<file path="config.mk">
export PLATFORM = sky130hd
export DESIGN_NAME = ex_mem_stage_flat
export DESIGN_NICKNAME = d
export VERILOG_FILES = /design/src/rtl/ex_mem_stage_if.sv /design/src/rtl/ex_mem_stage.sv /design/src/flat_wrapper.sv
export SDC_FILE = /design/constraint.sdc
export NUM_CORES = 1
export LEC_CHECK = 0
export CAP_MARGIN = 40
export CORE_AREA = 4 4 151 153
export DETAILED_ROUTE_END_ITERATION = 10
export DIE_AREA = 0 0 155 157
export GPL_ROUTABILITY_DRIVEN = 0
export GPL_TIMING_DRIVEN = 0
export HOLD_SLACK_MARGIN = 0.12
export PLACE_DENSITY = 0.82
export SLEW_MARGIN = 20
export SYNTH_ARGS = -nofsm -noshare
export SYNTH_HDL_FRONTEND = slang
export SYNTH_SLANG_ARGS = --single-unit
</file>
<file path="constraint.sdc">
create_clock -name clk -period 2 [get_ports clk]
set_input_delay 0.4 -clock clk [delete_from_list [all_inputs] [get_ports clk]]
set_output_delay 0.4 -clock clk [all_outputs]
set_load 0.1 [all_outputs]
</file>
<file path="src/rtl/ex_mem_stage_if.sv">
// EX->MEM pipeline boundary signals: upstream handshake, downstream handshake, flush.
// The slave modport is the stage; the master modport is the surrounding pipeline.
interface ex_mem_stage_if #(
  parameter int DATA_W = 32,
  parameter int REG_W  = 5
);
  logic              in_valid;
  logic              in_ready;
  logic              flush;
  logic [DATA_W-1:0] in_branch_address;
  logic [DATA_W-1:0] in_alu_result;
  logic [DATA_W-1:0] in_store_data;
  logic [REG_W-1:0]  in_rd;
  logic              in_zero;
  logic [4:0]        in_ctrl;

  logic              out_valid;
  logic              out_ready;
  logic [DATA_W-1:0] out_branch_address;
  logic [DATA_W-1:0] out_alu_result;
  logic [DATA_W-1:0] out_store_data;
  logic [REG_W-1:0]  out_rd;
  logic              out_zero;
  logic [4:0]        out_ctrl;
  logic              out_take_branch;

  modport slave (
    input  in_valid, flush,
    input  in_branch_address, in_alu_result,
    input  in_store_data, in_rd, in_zero, in_ctrl,
    output in_ready,
    output out_valid,
    input  out_ready,
    output out_branch_address, out_alu_result,
    output out_store_data, out_rd, out_zero,
    output out_ctrl, out_take_branch
  );

  modport master (
    output in_valid, flush,
    output in_branch_address, in_alu_result,
    output in_store_data, in_rd, in_zero, in_ctrl,
    input  in_ready,
    input  out_valid,
    output out_ready,
    input  out_branch_address, out_alu_result,
    input  out_store_data, out_rd, out_zero,
    input  out_ctrl, out_take_branch
  );
endinterface

</file>
<file path="src/rtl/ex_mem_stage.sv">
// EX/MEM pipeline register with a one-entry skid buffer (registered in_ready).
// Define EX_MEM_BRANCH_EN to resolve taken branches on out_take_branch.
module ex_mem_stage #(
  parameter int DATA_W = 32,
  parameter int REG_W  = 5
) (
  input logic            clk,
  input logic            rst_n,
  ex_mem_stage_if.slave  bus
);

  typedef struct packed {
    logic [DATA_W-1:0] baddr;
    logic [DATA_W-1:0] alu;
    logic [DATA_W-1:0] sdata;
    logic [REG_W-1:0]  rd;
    logic              zero;
    logic [4:0]        ctrl;
  } bundle_t;

  bundle_t main_q, main_d;
  bundle_t skid_q, skid_d;
  bundle_t in_b;
  logic    main_v_q, main_v_d;
  logic    skid_v_q, skid_v_d;
  logic    in_xfer;

  assign in_b.baddr = bus.in_branch_address;
  assign in_b.alu   = bus.in_alu_result;
  assign in_b.sdata = bus.in_store_data;
  assign in_b.rd    = bus.in_rd;
  assign in_b.zero  = bus.in_zero;
  assign in_b.ctrl  = bus.in_ctrl;

  assign bus.in_ready = ~skid_v_q;
  assign in_xfer      = bus.in_valid & ~skid_v_q;

  always_comb begin
    main_d   = main_q;
    skid_d   = skid_q;
    main_v_d = main_v_q;
    skid_v_d = skid_v_q;
    if (bus.flush) begin
      main_v_d = 1'b0;
      skid_v_d = 1'b0;
    end else if (!main_v_q) begin
      if (in_xfer) begin
        main_d   = in_b;
        main_v_d = 1'b1;
      end
    end else if (bus.out_ready) begin
      // Skid drains first; in_ready was low, so no input competes.
      if (skid_v_q) begin
        main_d   = skid_q;
        skid_v_d = 1'b0;
      end else if (in_xfer) begin
        main_d   = in_b;
      end else begin
        main_v_d = 1'b0;
      end
    end else if (in_xfer) begin
      skid_d   = in_b;
      skid_v_d = 1'b1;
    end
  end

  always_ff @(posedge clk or negedge rst_n) begin
    if (!rst_n) begin
      main_q   <= '0;
      skid_q   <= '0;
      main_v_q <= 1'b0;
      skid_v_q <= 1'b0;
    end else begin
      main_q   <= main_d;
      skid_q   <= skid_d;
      main_v_q <= main_v_d;
      skid_v_q <= skid_v_d;
    end
  end

  assign bus.out_valid          = main_v_q;
  assign bus.out_branch_address = main_q.baddr;
  assign bus.out_alu_result     = main_q.alu;
  assign bus.out_store_data     = main_q.sdata;
  assign bus.out_rd             = main_q.rd;
  assign bus.out_zero           = main_q.zero;
  assign bus.out_ctrl           = main_v_q ? main_q.ctrl : 5'b0;

`ifdef EX_MEM_BRANCH_EN
  assign bus.out_take_branch = main_v_q & main_q.ctrl[0] & main_q.zero;
`else
  assign bus.out_take_branch = 1'b0;
`endif

endmodule

</file>
<file path="src/flat_wrapper.sv">
// flat-port wrapper written by rule: the top's interface ports become plain ports
module ex_mem_stage_flat 
#(
  parameter int DATA_W = 32,
  parameter int REG_W  = 5
)
  (clk, rst_n, bus_in_valid, bus_flush, bus_in_branch_address, bus_in_alu_result, bus_in_store_data, bus_in_rd, bus_in_zero, bus_in_ctrl, bus_in_ready, bus_out_valid, bus_out_ready, bus_out_branch_address, bus_out_alu_result, bus_out_store_data, bus_out_rd, bus_out_zero, bus_out_ctrl, bus_out_take_branch);
  ex_mem_stage_if #(.DATA_W(DATA_W), .REG_W(REG_W)) bus_i ();
  input logic clk;
  input logic rst_n;
  input wire logic [$bits(bus_i.in_valid)-1:0] bus_in_valid;
  input wire logic [$bits(bus_i.flush)-1:0] bus_flush;
  input wire logic [$bits(bus_i.in_branch_address)-1:0] bus_in_branch_address;
  input wire logic [$bits(bus_i.in_alu_result)-1:0] bus_in_alu_result;
  input wire logic [$bits(bus_i.in_store_data)-1:0] bus_in_store_data;
  input wire logic [$bits(bus_i.in_rd)-1:0] bus_in_rd;
  input wire logic [$bits(bus_i.in_zero)-1:0] bus_in_zero;
  input wire logic [$bits(bus_i.in_ctrl)-1:0] bus_in_ctrl;
  output wire logic [$bits(bus_i.in_ready)-1:0] bus_in_ready;
  output wire logic [$bits(bus_i.out_valid)-1:0] bus_out_valid;
  input wire logic [$bits(bus_i.out_ready)-1:0] bus_out_ready;
  output wire logic [$bits(bus_i.out_branch_address)-1:0] bus_out_branch_address;
  output wire logic [$bits(bus_i.out_alu_result)-1:0] bus_out_alu_result;
  output wire logic [$bits(bus_i.out_store_data)-1:0] bus_out_store_data;
  output wire logic [$bits(bus_i.out_rd)-1:0] bus_out_rd;
  output wire logic [$bits(bus_i.out_zero)-1:0] bus_out_zero;
  output wire logic [$bits(bus_i.out_ctrl)-1:0] bus_out_ctrl;
  output wire logic [$bits(bus_i.out_take_branch)-1:0] bus_out_take_branch;
  assign bus_i.in_valid = bus_in_valid;
  assign bus_i.flush = bus_flush;
  assign bus_i.in_branch_address = bus_in_branch_address;
  assign bus_i.in_alu_result = bus_in_alu_result;
  assign bus_i.in_store_data = bus_in_store_data;
  assign bus_i.in_rd = bus_in_rd;
  assign bus_i.in_zero = bus_in_zero;
  assign bus_i.in_ctrl = bus_in_ctrl;
  assign bus_in_ready = bus_i.in_ready;
  assign bus_out_valid = bus_i.out_valid;
  assign bus_i.out_ready = bus_out_ready;
  assign bus_out_branch_address = bus_i.out_branch_address;
  assign bus_out_alu_result = bus_i.out_alu_result;
  assign bus_out_store_data = bus_i.out_store_data;
  assign bus_out_rd = bus_i.out_rd;
  assign bus_out_zero = bus_i.out_zero;
  assign bus_out_ctrl = bus_i.out_ctrl;
  assign bus_out_take_branch = bus_i.out_take_branch;
  ex_mem_stage #(.DATA_W(DATA_W), .REG_W(REG_W)) u_core (.clk(clk), .rst_n(rst_n), .bus(bus_i));
endmodule
</file>
Yosys cells after proc, flatten, opt, wreduce, memory -nomap -nowiden
Index checks and enable logic that the tools add are counted.
{"block": "totals", "ff_bits": 216, "in_bits": 112, "word_cells": 38}
{"block": "op_classes", "n_eq_ne": 1, "muxes": 14, "n_bitwise": 4, "reduce_logical": 5}
{"operator": "107-bit 2-to-1 mux", "n": 4}
{"operator": "1-bit 2-to-1 mux", "n": 9}
{"operator": "5-bit 2-to-1 mux", "n": 1}
{"operator": "2-bit AND reduction", "n": 2}
{"operator": "4-bit AND reduction", "n": 1}
{"operator": "1-bit NOT", "n": 3}
{"operator": "3-bit nonzero test", "n": 1}
{"operator": "2-bit != test (second input constant)", "n": 1}
{"operator": "2-bit nonzero test", "n": 1}
{"operator": "1-bit bitwise AND", "n": 1}

Longest topological paths before layout
{"block": "logic_depth", "ltp_word": 7, "depth_mapped": 6}

Worst setup path before layout
Ideal clock, no wire load.
{"block": "synth_path", "kind": "reg2out", "startpoint": "register u_core.main_v_q (netlist: u_core.bus.out_valid)", "endpoint": "output port bus_out_ctrl[0]", "arrival_ns": 2.039, "setup_slack_ns": -0.439, "path_stages_with_launch": 3, "path_buffers": 1, "cell_sequence": "dfrtp_1 > buf_2 > and2_1"}
{"block": "synth_via", "elab_chain_cells": 1}
{"item": "start: declaration", "line": "ex_mem_stage.sv:24", "source": "logic main_v_q, main_v_d;"}
{"item": "start signal: assignment", "line": "ex_mem_stage.sv:76", "source": "main_v_q <= main_v_d;"}
{"item": "5-bit 2-to-1 mux", "line": "ex_mem_stage.sv:87", "source": "assign bus.out_ctrl = main_v_q ? main_q.ctrl : 5'b0;"}
{"item": "end: declaration", "line": "flat_wrapper.sv:27", "source": "output wire logic [$bits(bus_i.out_ctrl)-1:0] bus_out_ctrl;"}
No other way between the ends.

Final worst setup path
{"block": "layout_path", "startpoint": "register u_core.main_v_q (netlist: u_core.bus.out_valid)", "endpoint": "output port bus_out_ctrl[4]"}
Same word-level chain as after synthesis.

==> summary.md <==
| Metric | Value |
|---|---|
| Final Power | `0.0183 W` |
| Antenna violations before repair | `0` |
| HPWL Detailed | `19.6 mm` |
| Final antenna-violating net count | `0` |
| Cell area after synthesis | `9470 um2` |
| Final WL | `27.4 mm` |
| Clock power frac | `23.3%` |
| Post-Synthesis Cells | `714` |
| DR iter-0 viols | `326` |
| Outcome | `completed` |
| Async SR Flop Fraction | `100%` |
| # IOs | `222` |
| Leading area contributor after synthesis | `dfrtp_1` |
| HP Class | `in -> async` |
| CP required | `1.60 ns` |
| CP max FO | `10` |
| Via Count | `7126` |
| Most numerous cell in the Yosys netlist | `dfrtp_1` |
| CP Class | `reg -> out` |
| Cell-internal power | `0.0114 W` |
| Fin. Hold Viols | `0` |
| Period minus WS final | `1.94 ns` |
| Fmax achieved | `515 MHz` |
| Number of fill cells | `1434` |
| GRT overflow | `0` |
| CP Launch Type | `flip-flop` |
| Clock Path Buffers | `3` |
| Vias in the first global route | `7743` |
| Syn nets | `826` |
| Post-synth EDFFs | `0` |
| Tot GR Track Use | `22.1%` |
| FF+latch count, synth | `216` |
| Power density cells | `1270 nW/um2` |
| DRC | `0` |
| Starting density of the core | `43.9%` |
| H-tree level count | `1` |
| CP Data Arrival Time | `1.54 ns` |
| Synth-to-Final Area Change | `51.7%` |
| Worst Tran Pin Value | `0.613 ns` |
| Final setup fails | `0` |
| Die Wd | `155 um` |
| Post-synth top area share | `57.1%` |
| Power share of the combinational group | `43.8%` |
| Synth Flop Type | `dfrtp_1` |
| Seq pwr share | `32.9%` |
| Nets | `1099` |
| Pins Over Slew Limit | `0` |
| NetSw | `0.00686 W` |
| Layout cell share with drive strength beyond 1 | `44.7%` |
| Post-synth top cells | `dfrtp_1, mux2_2, o22ai_1` |
| Sw frac | `37.5%` |
| Design area | `14400 um2` |
| CTS Buf Count | `24` |
| Largest net degree at the start of global routing | `87` |
| Worst clock skew | `0.00584 ns` |
| Die area | `24300 um2` |
| Clock Latency Late Sink | `0.50 ns` |
| DP Area | `13900 um2` |
| Crit. End Element | `output pin` |
| Clock transition at path regs | `0.06 ns` |
| Post-synth cell types | `20` |
| Largest cells by area after synthesis | `dfrtp_1, mux2_2, buf_4` |
| Syn_area_per_cell | `13.3 um2` |
| Avg WL per Cell | `21.4 um` |
| PortBufs | `220` |
| Maximum vdd drop | `0.789 mV` |
| Die height | `157 um` |
| Max-Cap Viols | `0` |
| First-pass iteration count of the detailed router | `4` |
| Sink Count | `216` |
| FP Rows | `54` |
| Max-slew headroom at the worst pin | `59.1%` |
| Synth warnings | `0` |
| ANT cells | `0` |
| Floorplan core area | `21600 um2` |
| Sequential element share of the synthesized area | `57.1%` |
| Tcrit/Tclk final | `97.2%` |
| First-pass GRT wire length | `43.3 mm` |
| Vias/cell | `5.55` |
| Root Driver | `clkbuf_16` |
| TritonCTS clock tree | `yes` |
| P_leak | `6.32 nW` |
[worst max-delay path, stage by stage (launching register included)]
cell,delay [ns]
dfrtp_4,0.50
buf_6,0.16
and2_2,0.21
buf_16,0.18
[stage by stage]
stage / std cells / util (%) / setup slack, ns / setup TNS (ns) / hold slack, ns
after CTS: 1282 / 66.4 / 0.00244 / 0 / 0.433
final: 1283 / 66.6 / 0.0570 / 0 / 0.422
after floorplan: 714 / - / 0.0923 / 0 / 0.104
after detailed placement: 1326 / 64.6 / -0.693 / -116.63 / 0.359
after global placement: 1214 / 55.8 / -10.03 / -1976.79 / 0.487
after global routing: 1283 / 66.6 / -0.00133 / -0.00354 / 0.449
[logic make-up (layout without fill, tap and decap cells)]
| group | Yosys count | in the layout | synth area share [%] |
|---|---|---|---|
| compound gates | 220 | 220 | 18.9 |
| flops | 216 | 216 | 57.1 |
| buf+inv | 161 | 450 | 10.8 |
| mux | 107 | 107 | 12.7 |
| simple gates | 9 | 9 | 0.542 |
| other cells | 1 | 1 | 0.0396 |
[cell usage in the layout (no fill, tap or decap), drive strengths merged]
master,synthesis,layout
nor3,1,1
inv,2,2
a211oi,1,1
and2,5,5
mux2,107,107
buf,122,257
nand2,1,1
o22ai,107,107
a21oi,3,3
clkinv,0,4
clkbuf,37,74
clkinvlp,0,1
nand2b,1,1
conb,1,1
dlygate4sd3,0,1
dfrtp,216,216
dlygate4sd2,0,1
a221oi,1,1
a2bb2oi,107,107
clkdlybuf4s50,0,110
o21ai,1,1
nand3,1,1
[flip-flops by register name (all words and copies together), names as in the netlist]
name and cells:
u_core.skid_q 107, u_core.bus.out_alu_result 32, u_core.bus.out_branch_address 32, u_core.bus.out_store_data 32, u_core.bus.out_rd 5, u_core.main_q 5
u_core.bus.out_valid 1, u_core.bus.out_zero 1, u_core.skid_v_q 1
[final cells by class]
class / instances / area [um2] / share of cell area (%)
buffer: 159 / 1070 / 7.44
clock buffer: 37 / 741 / 5.16
clock inverter: 5 / 27.5 / 0.192
inverter: 2 / 7.51 / 0.0523
multi-input combinational: 337 / 3090 / 21.5
sequential: 216 / 5410 / 37.7
tap: 280 / 350 / 2.44
timing repair buffer: 247 / 3670 / 25.5
[per-layer routing]
layer | track usage [%] | up-vias | part of all wire [%]
met3 | 4.43 | 51 | 6.8
met5 | 0 | - | 0
li1 | - | 3132 | -
met2 | 38.1 | 299 | 51
met4 | 5.55 | 0 | 2.1
met1 | 28.8 | 3644 | 40
[power groups by stage]
stage                     Combinational [W]  Clock [W]  Sequential, W
after floorplan                     0.00506          0        0.00590
after global placement              0.00641          0        0.00598
after detailed placement            0.00813          0        0.00605
after CTS                           0.00805    0.00433        0.00598
after global routing                0.00828    0.00453        0.00612
final                               0.00802    0.00426        0.00602
[path summary, 6_finish.rpt]
kind | slack, ns | end | startpoint | cells after the start
max | 0.06 | bus_out_ctrl[4] | u_core.bus.out_valid | 3
max reg2reg | 0.09 | u_core.skid_q[48] | u_core.bus.out_valid | 4
max in group asynchronous | 0.44 | u_core.bus.out_alu_result[14] | rst_n | 4
min in group clk | 0.50 | u_core.skid_q[84] | u_core.skid_q[84] | 1
min | 0.42 | u_core.bus.out_store_data[27] | rst_n | 2
min reg2reg | 0.50 | u_core.skid_q[84] | u_core.skid_q[84] | 1
[what timing repair did]
action | 4_1_cts | 5_1_grt
setup buffers | 20 | 2
endpoints found under the hold margin | 59 | 0
setup endpoints to repair | 295 | 102
hold buffers | 1 | 0
resized for setup | 116 | 16
pin swaps | 1 | 2
Note: power is estimated with default switching activity, not from simulation.
